## config.mk

```make
export PLATFORM = sky130hd
export DESIGN_NAME = pipe_addsub
export DESIGN_NICKNAME = d
export VERILOG_FILES = /design/src/rtl/alu_pkg.sv /design/src/rtl/cla_slice.sv /design/src/rtl/pipe_addsub.sv
export SDC_FILE = /design/constraint.sdc
export NUM_CORES = 1
export LEC_CHECK = 0
export ABC_AREA = 1
export BUFFER_PORTS_ARGS = -buffer_cell sky130_fd_sc_hd__buf_2
export CORE_ASPECT_RATIO = 0.6
export CORE_MARGIN = 2
export CORE_UTILIZATION = 55
export CTS_BUF_LIST = sky130_fd_sc_hd__clkbuf_2
export CTS_CLUSTER_SIZE = 24
export DETAILED_ROUTE_END_ITERATION = 8
export PLACE_DENSITY_LB_ADDON = 0.3
export REMOVE_ABC_BUFFERS = 1
export SYNTH_ARGS = -nofsm -noshare
export SYNTH_HDL_FRONTEND = slang
export SYNTH_SLANG_ARGS = --single-unit
```

## constraint.sdc

```tcl
create_clock -name clock -period 3.4 [get_ports clock]
set_clock_uncertainty 0.05 [all_clocks]
set_input_delay 0.17 -clock clock [delete_from_list [all_inputs] [get_ports clock]]
set_output_delay 0.17 -clock clock [all_outputs]
set_load 0.01 [all_outputs]
```

## src/rtl/alu_pkg.sv

```systemverilog
// Shared ALU constants: default datapath sizes, add/sub operation encoding
// and the status-flag bundle carried alongside a result.
package alu_pkg;
  localparam int ALU_WIDTH = 32;
  localparam int ALU_GROUP = 4;

  localparam logic OP_ADD = 1'b0;
  localparam logic OP_SUB = 1'b1;

  typedef struct packed {
    logic cout;
    logic ovf;
    logic zero;
    logic neg;
  } alu_flags_t;
endpackage

```

## src/rtl/cla_slice.sv

```systemverilog
// Combinational carry-lookahead adder slice built from GROUP-bit groups; zero latency.
// Also exposes the carry into its MSB so the caller can derive signed overflow.
module cla_slice
  import alu_pkg::*;
#(
  parameter int W     = 8,
  parameter int GROUP = ALU_GROUP
) (
  input  logic [W-1:0] a_i,
  input  logic [W-1:0] b_i,
  input  logic         cin_i,
  output logic [W-1:0] sum_o,
  output logic         cout_o,
  output logic         cmsb_o
);
  localparam int NG = W / GROUP;

  always_comb begin
    logic [W-1:0]  g;
    logic [W-1:0]  p;
    logic [NG-1:0] grp_g;
    logic [NG-1:0] grp_p;
    logic [NG:0]   grp_c;
    logic [W:0]    c;
    logic          acc_g;
    logic          acc_p;
    logic          bc;

    g     = a_i & b_i;
    p     = a_i ^ b_i;
    grp_g = '0;
    grp_p = '0;
    acc_g = 1'b0;
    acc_p = 1'b1;
    bc    = 1'b0;
    c     = '0;

    // Group generate/propagate, then group-level carries, then bit carries per group.
    for (int i = 0; i < NG; i++) begin
      acc_g = 1'b0;
      acc_p = 1'b1;
      for (int j = 0; j < GROUP; j++) begin
        acc_g = g[i*GROUP+j] | (p[i*GROUP+j] & acc_g);
        acc_p = acc_p & p[i*GROUP+j];
      end
      grp_g[i] = acc_g;
      grp_p[i] = acc_p;
    end

    grp_c[0] = cin_i;
    for (int i = 0; i < NG; i++) begin
      grp_c[i+1] = grp_g[i] | (grp_p[i] & grp_c[i]);
    end

    for (int i = 0; i < NG; i++) begin
      bc = grp_c[i];
      for (int j = 0; j < GROUP; j++) begin
        c[i*GROUP+j] = bc;
        bc = g[i*GROUP+j] | (p[i*GROUP+j] & bc);
      end
    end
    c[W] = grp_c[NG];

    sum_o  = p ^ c[W-1:0];
    cout_o = c[W];
    cmsb_o = c[W-1];
  end
endmodule

```

## src/rtl/pipe_addsub.sv

```systemverilog
// Pipelined add/subtract, one WIDTH/STAGES slice of the carry chain per stage; latency STAGES.
// in_ready ripples combinationally back from out_ready; empty stages fill even while the output stalls.
module pipe_addsub
  import alu_pkg::*;
#(
  parameter int WIDTH  = ALU_WIDTH,
  parameter int STAGES = 4,
  parameter int GROUP  = ALU_GROUP
) (
  input  logic             clock,
  input  logic             clear_n,
  input  logic             in_valid,
  output logic             in_ready,
  input  logic [WIDTH-1:0] in_a,
  input  logic [WIDTH-1:0] in_b,
  input  logic             in_sub,
  input  logic             in_cin,
  output logic             out_valid,
  input  logic             out_ready,
  output logic [WIDTH-1:0] out_sum,
  output logic             out_cout,
  output logic             out_ovf,
  output logic             out_zero,
  output logic             out_neg
);
  localparam int S = WIDTH / STAGES;
  localparam int L = STAGES - 1;

  logic [STAGES-1:0] vld_q;
  logic [STAGES-1:0] en;
  logic [WIDTH-1:0]  a_q   [STAGES];
  logic [WIDTH-1:0]  b_q   [STAGES];
  logic [WIDTH-1:0]  sum_q [STAGES];
  logic              sub_q [STAGES];
  logic              cy_q  [STAGES];
  alu_flags_t        flags_q, flags_d;

  logic              src_vld [STAGES];
  logic [WIDTH-1:0]  src_a   [STAGES];
  logic [WIDTH-1:0]  src_b   [STAGES];
  logic [WIDTH-1:0]  src_sum [STAGES];
  logic              src_sub [STAGES];
  logic              src_cin [STAGES];
  logic [WIDTH-1:0]  sum_d   [STAGES];

  logic [S-1:0]      sl_a    [STAGES];
  logic [S-1:0]      sl_b    [STAGES];
  logic [S-1:0]      sl_sum  [STAGES];
  logic              sl_cout [STAGES];
  logic              sl_cmsb [STAGES];

  // A stage may load when it, or any stage after it, is empty, or the output is draining.
  always_comb begin
    logic full;
    full = 1'b1;
    en   = '0;
    for (int k = 0; k < STAGES; k++) begin
      full = 1'b1;
      for (int j = k; j < STAGES; j++) begin
        full = full & vld_q[j];
      end
      en[k] = ~full | out_ready;
    end
  end

  assign in_ready = en[0];

  always_comb begin
    src_vld[0] = in_valid;
    src_a[0]   = in_a;
    src_b[0]   = in_b;
    src_sub[0] = in_sub;
    src_cin[0] = in_cin;
    src_sum[0] = '0;
    for (int k = 1; k < STAGES; k++) begin
      src_vld[k] = vld_q[k-1];
      src_a[k]   = a_q[k-1];
      src_b[k]   = b_q[k-1];
      src_sub[k] = sub_q[k-1];
      src_cin[k] = cy_q[k-1];
      src_sum[k] = sum_q[k-1];
    end
    for (int k = 0; k < STAGES; k++) begin
      sl_a[k] = src_a[k][k*S +: S];
      sl_b[k] = src_b[k][k*S +: S] ^ {S{src_sub[k] == OP_SUB}};
    end
  end

  for (genvar k = 0; k < STAGES; k++) begin : g_stage
    cla_slice #(.W(S), .GROUP(GROUP)) u_slice (
      .a_i    (sl_a[k]),
      .b_i    (sl_b[k]),
      .cin_i  (src_cin[k]),
      .sum_o  (sl_sum[k]),
      .cout_o (sl_cout[k]),
      .cmsb_o (sl_cmsb[k])
    );
  end

  // Flags are forced to zero for bubbles so out_zero never asserts without out_valid.
  always_comb begin
    for (int k = 0; k < STAGES; k++) begin
      sum_d[k]          = src_sum[k];
      sum_d[k][k*S +: S] = sl_sum[k];
    end
    flags_d = '0;
    if (src_vld[L]) begin
      flags_d.cout = sl_cout[L];
      flags_d.ovf  = sl_cout[L] ^ sl_cmsb[L];
      flags_d.zero = (sum_d[L] == '0);
      flags_d.neg  = sum_d[L][WIDTH-1];
    end
  end

  always_ff @(posedge clock or negedge clear_n) begin
    if (!clear_n) begin
      vld_q   <= '0;
      flags_q <= '0;
      for (int k = 0; k < STAGES; k++) begin
        a_q[k]   <= '0;
        b_q[k]   <= '0;
        sum_q[k] <= '0;
        sub_q[k] <= 1'b0;
        cy_q[k]  <= 1'b0;
      end
    end else begin
      for (int k = 0; k < STAGES; k++) begin
        if (en[k]) begin
          vld_q[k] <= src_vld[k];
          a_q[k]   <= src_a[k];
          b_q[k]   <= src_b[k];
          sum_q[k] <= sum_d[k];
          sub_q[k] <= src_sub[k];
          cy_q[k]  <= sl_cout[k];
        end
      end
      if (en[L]) begin
        flags_q <= flags_d;
      end
    end
  end

  assign out_valid = vld_q[L];
  assign out_sum   = sum_q[L];
  assign out_cout  = flags_q.cout;
  assign out_ovf   = flags_q.ovf;
  assign out_zero  = flags_q.zero;
  assign out_neg   = flags_q.neg;
endmodule

```

==> metrics.md, run 1 <==
| Metric | Value |
|---|---|
| Status | `finished clean` |
| Hold_sp | `in_a[18]` |
| Nets | `1275` |
| Minimum clock period | `3233 ps` |
| GRT Resource Usage Total | `0.2259` |
| Vias post-DR | `6640` |
| Rows | `35` |
| VDD IR max | `0.2671 mV` |
| Initial antenna violation count | `0` |
| DRC | `0` |
| Congestion Overflow GR | `0` |
| Synthesized instance count | `977` |
| Register bit total from synthesis | `190` |
| # diodes | `0` |
| Longest Clk Path Bufs | `2` |
| Post-route ant nets | `0` |
| Synth warn | `0` |
| Hold Slack | `81.80 ps` |
| Wirelength per Cell | `13.32 um` |
| Core area | `15590 sq um` |
| Largest net degree at the start of global routing | `95` |
| First-pass GRT wire length | `30600 um` |
| Crit Path Class | `reg -> reg` |
| CP Capture Type | `register` |
| Crit start category | `register` |
| CP required | `4000 ps` |
| DR vias/cell | `4.868` |
| Port Buffer Count | `107` |
| RR Startpoint | `src_sub[1]$_DFFE_PN0P_` |
| CTS H-Tree Depth | `4` |
| Async SR Flop Fraction | `1.000` |
| Final Total Pwr | `6.794 mW` |
| Share of layout cells above drive strength 1 | `0.1516` |
| Slew margin rel. | `0.4401` |
| Fin util | `0.6863` |
| Initial core utilization | `0.5699` |
| Setup tns final | `0 ps` |
| Static leakage | `5.641 nW` |
| Final HPWL DP | `11960 um` |
| Clock sinks | `190` |
| TritonCTS clock tree | `done` |
| Slew @ Worst Pin | `839.9 ps` |
| Post-synthesis cell type count | `25` |
| Register area share after synthesis | `0.5351` |
| Final Slew Violations | `0` |
| CP arrival | `3830 ps` |
| Worst Hold Class | `in -> reg` |
| Vias in the first global route | `6259` |
| CP Launch Point | `src_sub[1]$_DFFE_PN0P_` |
| Cell count after placement | `1256` |
| Die footprint | `17220 sq um` |
| Worst-path clk slew | `270 ps` |
| Max Cap Violations | `0` |
| DRT iter0 DRCs | `392` |
| EDFF count, synth | `0` |
| Crit-path max FO | `5` |
| Tcrit/Tclk final | `0.9508` |
| Clock Latency Late Sink | `750 ps` |
| Top-Level Pins | `108` |
| P&R area growth vs syn | `20.42%` |
| Non-filler instance count after layout | `1364` |
| PwrDens | `635.0 nW/um^2` |
| Final GP Congestion | `0.8470` |
| CTS Buf Count | `17` |
| Post-Syn Area per Cell | `9.094 sq um` |
| Die width | `168.1 um` |
| Clock root buffer | `clkbuf_2` |
| Drt first pass iters | `7` |
| Mapped cell area | `8885 sq um` |
| Setup violations, final | `0` |
| Fmax | `309.3 MHz` |
| Routed Wire Length | `18170 um` |
| Hold Violations, Final | `0` |
| Die Y | `102.5 um` |
| Post-synth top flop | `dfrtp_1` |
-- state kept, by name, indices dropped and copies added, names as in the netlist --
| name | flops |
|---|---|
| out_sum | 32 |
| vld_q | 4 |
| src_sub | 3 |
| a_q | 48 |
| out_neg | 1 |
| cy_q | 3 |
| out_ovf | 1 |
| out_zero | 1 |
| b_q | 48 |
| src_sum | 48 |
| out_cout | 1 |
-- cells by family (layout without fill, tap and decap cells) --
logic type                 after synthesis  after routing  synth area share
buffers and inverters                  188            372           0.08281
adders and majority gates               56             56           0.09914
xor gates and xnor gates                40             40           0.03943
and+or+nand+nor                        345            345            0.1542
AOI/OAI and AO/OA                      158            158           0.08928
DFF                                    190            190            0.5351
-- synth_stat cells (all sizes together), types with 3 or more instances --
cell | instances | area, sq um
inv | 146 | 548.0
buf | 26 | 127.6
xor2 | 16 | 140.1
nor2 | 51 | 215.2
xnor2 | 24 | 210.2
nand2 | 266 | 998.5
clkbuf | 16 | 60.06
nand4 | 5 | 31.28
nand3 | 16 | 85.08
nor3 | 3 | 15.01
dfrtp | 190 | 4755
a21oi | 37 | 185.2
ha | 32 | 400.4
fa | 24 | 480.5
o21ai | 120 | 600.6
-- worst max-delay path, stage by stage, from the launching register on --
cell	delay, ps
dfrtp_2	530
xnor2_2	210
inv_1	60
ha_1	290
nand2_1	60
nand2_1	70
nand2_1	60
nand2_1	50
nand2_1	50
nand3_2	90
inv_1	70
fa_1	420
fa_1	440
fa_1	410
xor2_1	150
o21ai_0	140
-- layout by cell type, fill, tap and decap left out, types with 18 or more instances in the layout --
master	synthesis	routed
nand2_1	266	265
dfrtp_1	190	188
inv_1	144	144
buf_2	18	105
o21ai_0	90	90
dlygate4sd3_1	0	74
nor2_1	49	49
a21oi_1	37	36
ha_1	32	32
o21ai_1	30	30
fa_1	24	20
clkbuf_2	0	18
-- report_power, final --
part / switching [mW] / internal [mW]
Clock: 0.767 / 0.267
Sequential: 0.397 / 2.87
Combinational: 1.40 / 1.09
Total: 2.56 / 4.23
-- per-layer routing --
metal | vias up | global-route usage | part of all wire
li1 | 3356 | - | -
met2 | 133 | 0.3379 | 0.44
met4 | 0 | 0.06698 | 0.011
met3 | 20 | 0.03369 | 0.040
met5 | - | 0 | 0
met1 | 3131 | 0.3469 | 0.51
-- cell type report --
class / instances / area, sq um
clock buffers: 18 / 90.09
clock inverters: 13 / 116.4
fillers: 1250 / 4891
inverters: 146 / 548.0
multi-input cells: 599 / 3500
flip-flops and latches: 190 / 4757
well taps: 203 / 254.0
repair buffers: 195 / 1434
-- final timing paths --
check / endpoint / slack (ps) / cells after the start
setup reg to reg: src_sum[23]$_DFFE_PN0P_ / 170 / 15
hold reg to reg: src_sum[10]$_DFFE_PN0P_ / 430 / 2
setup / recovery: src_sum[23]$_DFFE_PN0P_ / 170 / 15
hold / removal: a_q[114]$_DFFE_PN0P_ / 80 / 4
min in group asynchronous: src_sum[3]$_DFFE_PN0P_ / 500 / 3
max in group asynchronous: a_q[94]$_DFFE_PN0P_ / 1460 / 4
-- through the flow --
stage	instance area, sq um	setup slack [ps]
2_1_floorplan	8697	-346.9
3_3_place_gp	9625	160.6
3_5_place_dp	9625	99.32
4_1_cts	10570	12.04
5_1_grt	10700	-1.115
6_report	10700	167.3
-- timing repair --
item                                    CTS  global route
resized for setup                         0            21
hold endpoints to repair                235             0
setup buffers                             0             3
hold buffers                             74             0
endpoints found under the setup margin    0             8
(Power assumes the default switching activity.)
==> run 2: changes to the inputs <==
--- a/config.mk
+++ b/config.mk
@@ -7,7 +7,6 @@
 export LEC_CHECK = 0
 export ABC_AREA = 1
 export BUFFER_PORTS_ARGS = -buffer_cell sky130_fd_sc_hd__buf_2
-export CORE_ASPECT_RATIO = 0.6
 export CORE_MARGIN = 2
 export CORE_UTILIZATION = 55
 export CTS_BUF_LIST = sky130_fd_sc_hd__clkbuf_2
==> metrics.md, run 2 (synthesized netlist as in run 1, its figures left out) <==
| Metric | Value |
|---|---|
| Vias in the first global route | `6425 (+2.7%)` |
| Core area | `15830 sq um (+1.5%)` |
| Static leakage | `5.649 nW (+0.14%)` |
| Crit Path Class | `in -> reg` |
| Multi-input logic area | `3462 sq um (-1.1%)` |
| Post-route ant nets | `0 (unchanged)` |
| R2R cell count | `15 (unchanged)` |
| Crit-path max FO | `9 (+4)` |
| Worst Hold Class | `in -> reg` |
| CP required | `4030 ps (+30 ps)` |
| Status | `finished clean` |
| Fill count | `1283 (+2.6%)` |
| PwrDens | `636.2 nW/um^2 (+0.19%)` |
| Hold Violations, Final | `0 (unchanged)` |
| Die Y | `131.1 um (+28%)` |
| DRC | `0 (unchanged)` |
| Hold Slack | `73.27 ps (-8.529 ps)` |
| Worst Hold End | `a_q[111]$_DFFE_PN0P_` |
| Setup violations, final | `0 (unchanged)` |
| CTS H-Tree Depth | `4 (unchanged)` |
| Final Total Pwr | `6.833 mW (+0.57%)` |
| Port Buffer Count | `107 (unchanged)` |
| Final Slew Violations | `0 (unchanged)` |
| TritonCTS clock tree | `done` |
| Worst path max stage delay | `560 ps (+30 ps)` |
| Worst-path clk slew | `240 ps (-30 ps)` |
| Clock root buffer | `clkbuf_2` |
| GRT Resource Usage Total | `0.2147 (-0.01120)` |
| CP Capture Type | `register` |
| CTS Buf Count | `17 (unchanged)` |
| Slew @ Worst Pin | `829.6 ps (-10.27 ps)` |
| Congestion Overflow GR | `0 (unchanged)` |
| Clock Latency Late Sink | `760 ps (about the same)` |
| DR vias/cell | `4.786 (-1.7%)` |
| Worst reg2reg endpoint | `out_zero$_DFFE_PN0P_` |
| Cell count of the worst hold path | `4 (unchanged)` |
| DRT iter0 DRCs | `296 (-24%)` |
| Share of layout cells above drive strength 1 | `0.1478 (-0.003827)` |
| CP arrival | `3920 ps (+90 ps)` |
| Clock sinks | `190 (unchanged)` |
| Minimum clock period | `3288 ps (+55.24 ps)` |
| Hold_sp | `in_a[15]` |
| Final HPWL DP | `11270 um (-5.7%)` |
| Cell chain of the critical path | `dlygate4sd3_1, buf_2, xnor2_1, inv_1, ha_1, nand4_1, dlygate4sd3_1, nand3_1, inv_1, fa_1, fa_1, fa_1, xor2_1, a21oi_1` |
| Slew margin rel. | `0.4469 (+0.006844)` |
| RR Startpoint | `src_sub[0]$_DFFE_PN0P_` |
| FF+latch area | `4757 sq um (unchanged)` |
| Crit start category | `input port` |
| Initial core utilization | `0.5613 (-0.008560)` |
| Longest Clk Path Bufs | `2 (unchanged)` |
| Drt first pass iters | `6 (-1)` |
| P&R area growth vs syn | `20.88%` |
| First-pass GRT wire length | `29820 um (-2.5%)` |
| VDD IR max | `0.3247 mV (+22%)` |
| Reg2Reg Setup Slack | `130 ps (-40 ps)` |
| Vias post-DR | `6609 (-0.47%)` |
| Tcrit/Tclk final | `0.9670 (+0.01625)` |
| Top-Level Pins | `108 (unchanged)` |
| Commonest non-fill, non-tap cells in the layout | `nand2_1 (265), dfrtp_1 (188), inv_1 (144)` |
| Nets | `1277 (+0.16%)` |
| Rows | `46 (+31%)` |
| Worst-path cell with the longest stage delay | `dlygate4sd3_1` |
| Final GP Congestion | `0.8093 (-4.5%)` |
| Commonest non-fill, non-tap cell in the layout | `nand2_1` |
| Initial antenna violation count | `1 (+1)` |
| Fmax | `304.1 MHz (-1.7%)` |
| Largest net degree at the start of global routing | `88 (-7.4%)` |
| Most used cell, CP | `fa_1` |
| Max Cap Violations | `0 (unchanged)` |
| Wirelength per Cell | `12.69 um (-4.7%)` |
| Die width | `131.1 um (-22%)` |
| Routed Wire Length | `17530 um (-3.5%)` |
| Die footprint | `17190 sq um (-0.19%)` |
[run 2: critical path, delay by kind of cell]
| family | cells | cell delay, ps |
|---|---|---|
| simple gates | 2 | 180 |
| fa+ha+maj | 4 | 1560 |
| compound gates | 1 | 150 |
| buf+inv | 5 | 1440 |
| xor+xnor | 2 | 410 |
[run 2: where the power goes]
group	internal, mW	total (mW)	switching [mW]
clock network	0.405	1.14	0.730
registers	2.87	3.27	0.394
logic	1.07	2.43	1.36
[run 2: how the worst max path moves through the flow]
stage | start | end | cells past startpoint
after floorplan | vld_q[3]$_DFFE_PN0P_ | a_q[81]$_DFFE_PN0P_ | 6
after global placement | src_sub[0]$_DFFE_PN0P_ | out_zero$_DFFE_PN0P_ | 15
after detailed placement | src_sub[0]$_DFFE_PN0P_ | out_zero$_DFFE_PN0P_ | 15
after CTS | src_sub[0]$_DFFE_PN0P_ | out_zero$_DFFE_PN0P_ | 15
after global routing | src_sub[0]$_DFFE_PN0P_ | out_zero$_DFFE_PN0P_ | 15
final | in_sub | src_sum[71]$_DFFE_PN0P_ | 14
[run 2: repair_timing]
action,CTS,global route
gates resized for setup,0,12
hold endpoints to repair,291,2
endpoints found under the setup margin,0,8
hold buffers,76,2
setup buffers,0,1
[run 2: cell type report]
type | instances | area share
Tap cell | 216 | 0.02516
Multi-Input combinational cell | 599 | 0.3223
Clock inverter | 13 | 0.01375
Inverter | 146 | 0.05103
Timing Repair Buffer | 197 | 0.1357
Sequential cell | 190 | 0.4429
Antenna cell | 1 | 0.0002330
Clock buffer | 19 | 0.008854
[run 2: through the flow]
stage	util	setup TNS (ps)	instances	area, sq um	worst slack, ps
4_1_cts	0.6729	0	1377	10650	18.70
5_1_grt	0.6786	-40.53	1381	10740	-40.53
2_1_floorplan	-	-31910	935	8697	-346.9
6_report	0.6786	0	1381	10740	112.1
3_3_place_gp	0.6084	0	1269	9629	193.4
3_5_place_dp	0.6084	0	1269	9629	119.5
[run 2: metal layers]
metal  vias up  track usage  wire (um)
met5         -            0          0
met4         0      0.06763        274
met3        27      0.05131        629
met2       119       0.3652       8871
met1      3104       0.2740       7755
li1       3359            -          -
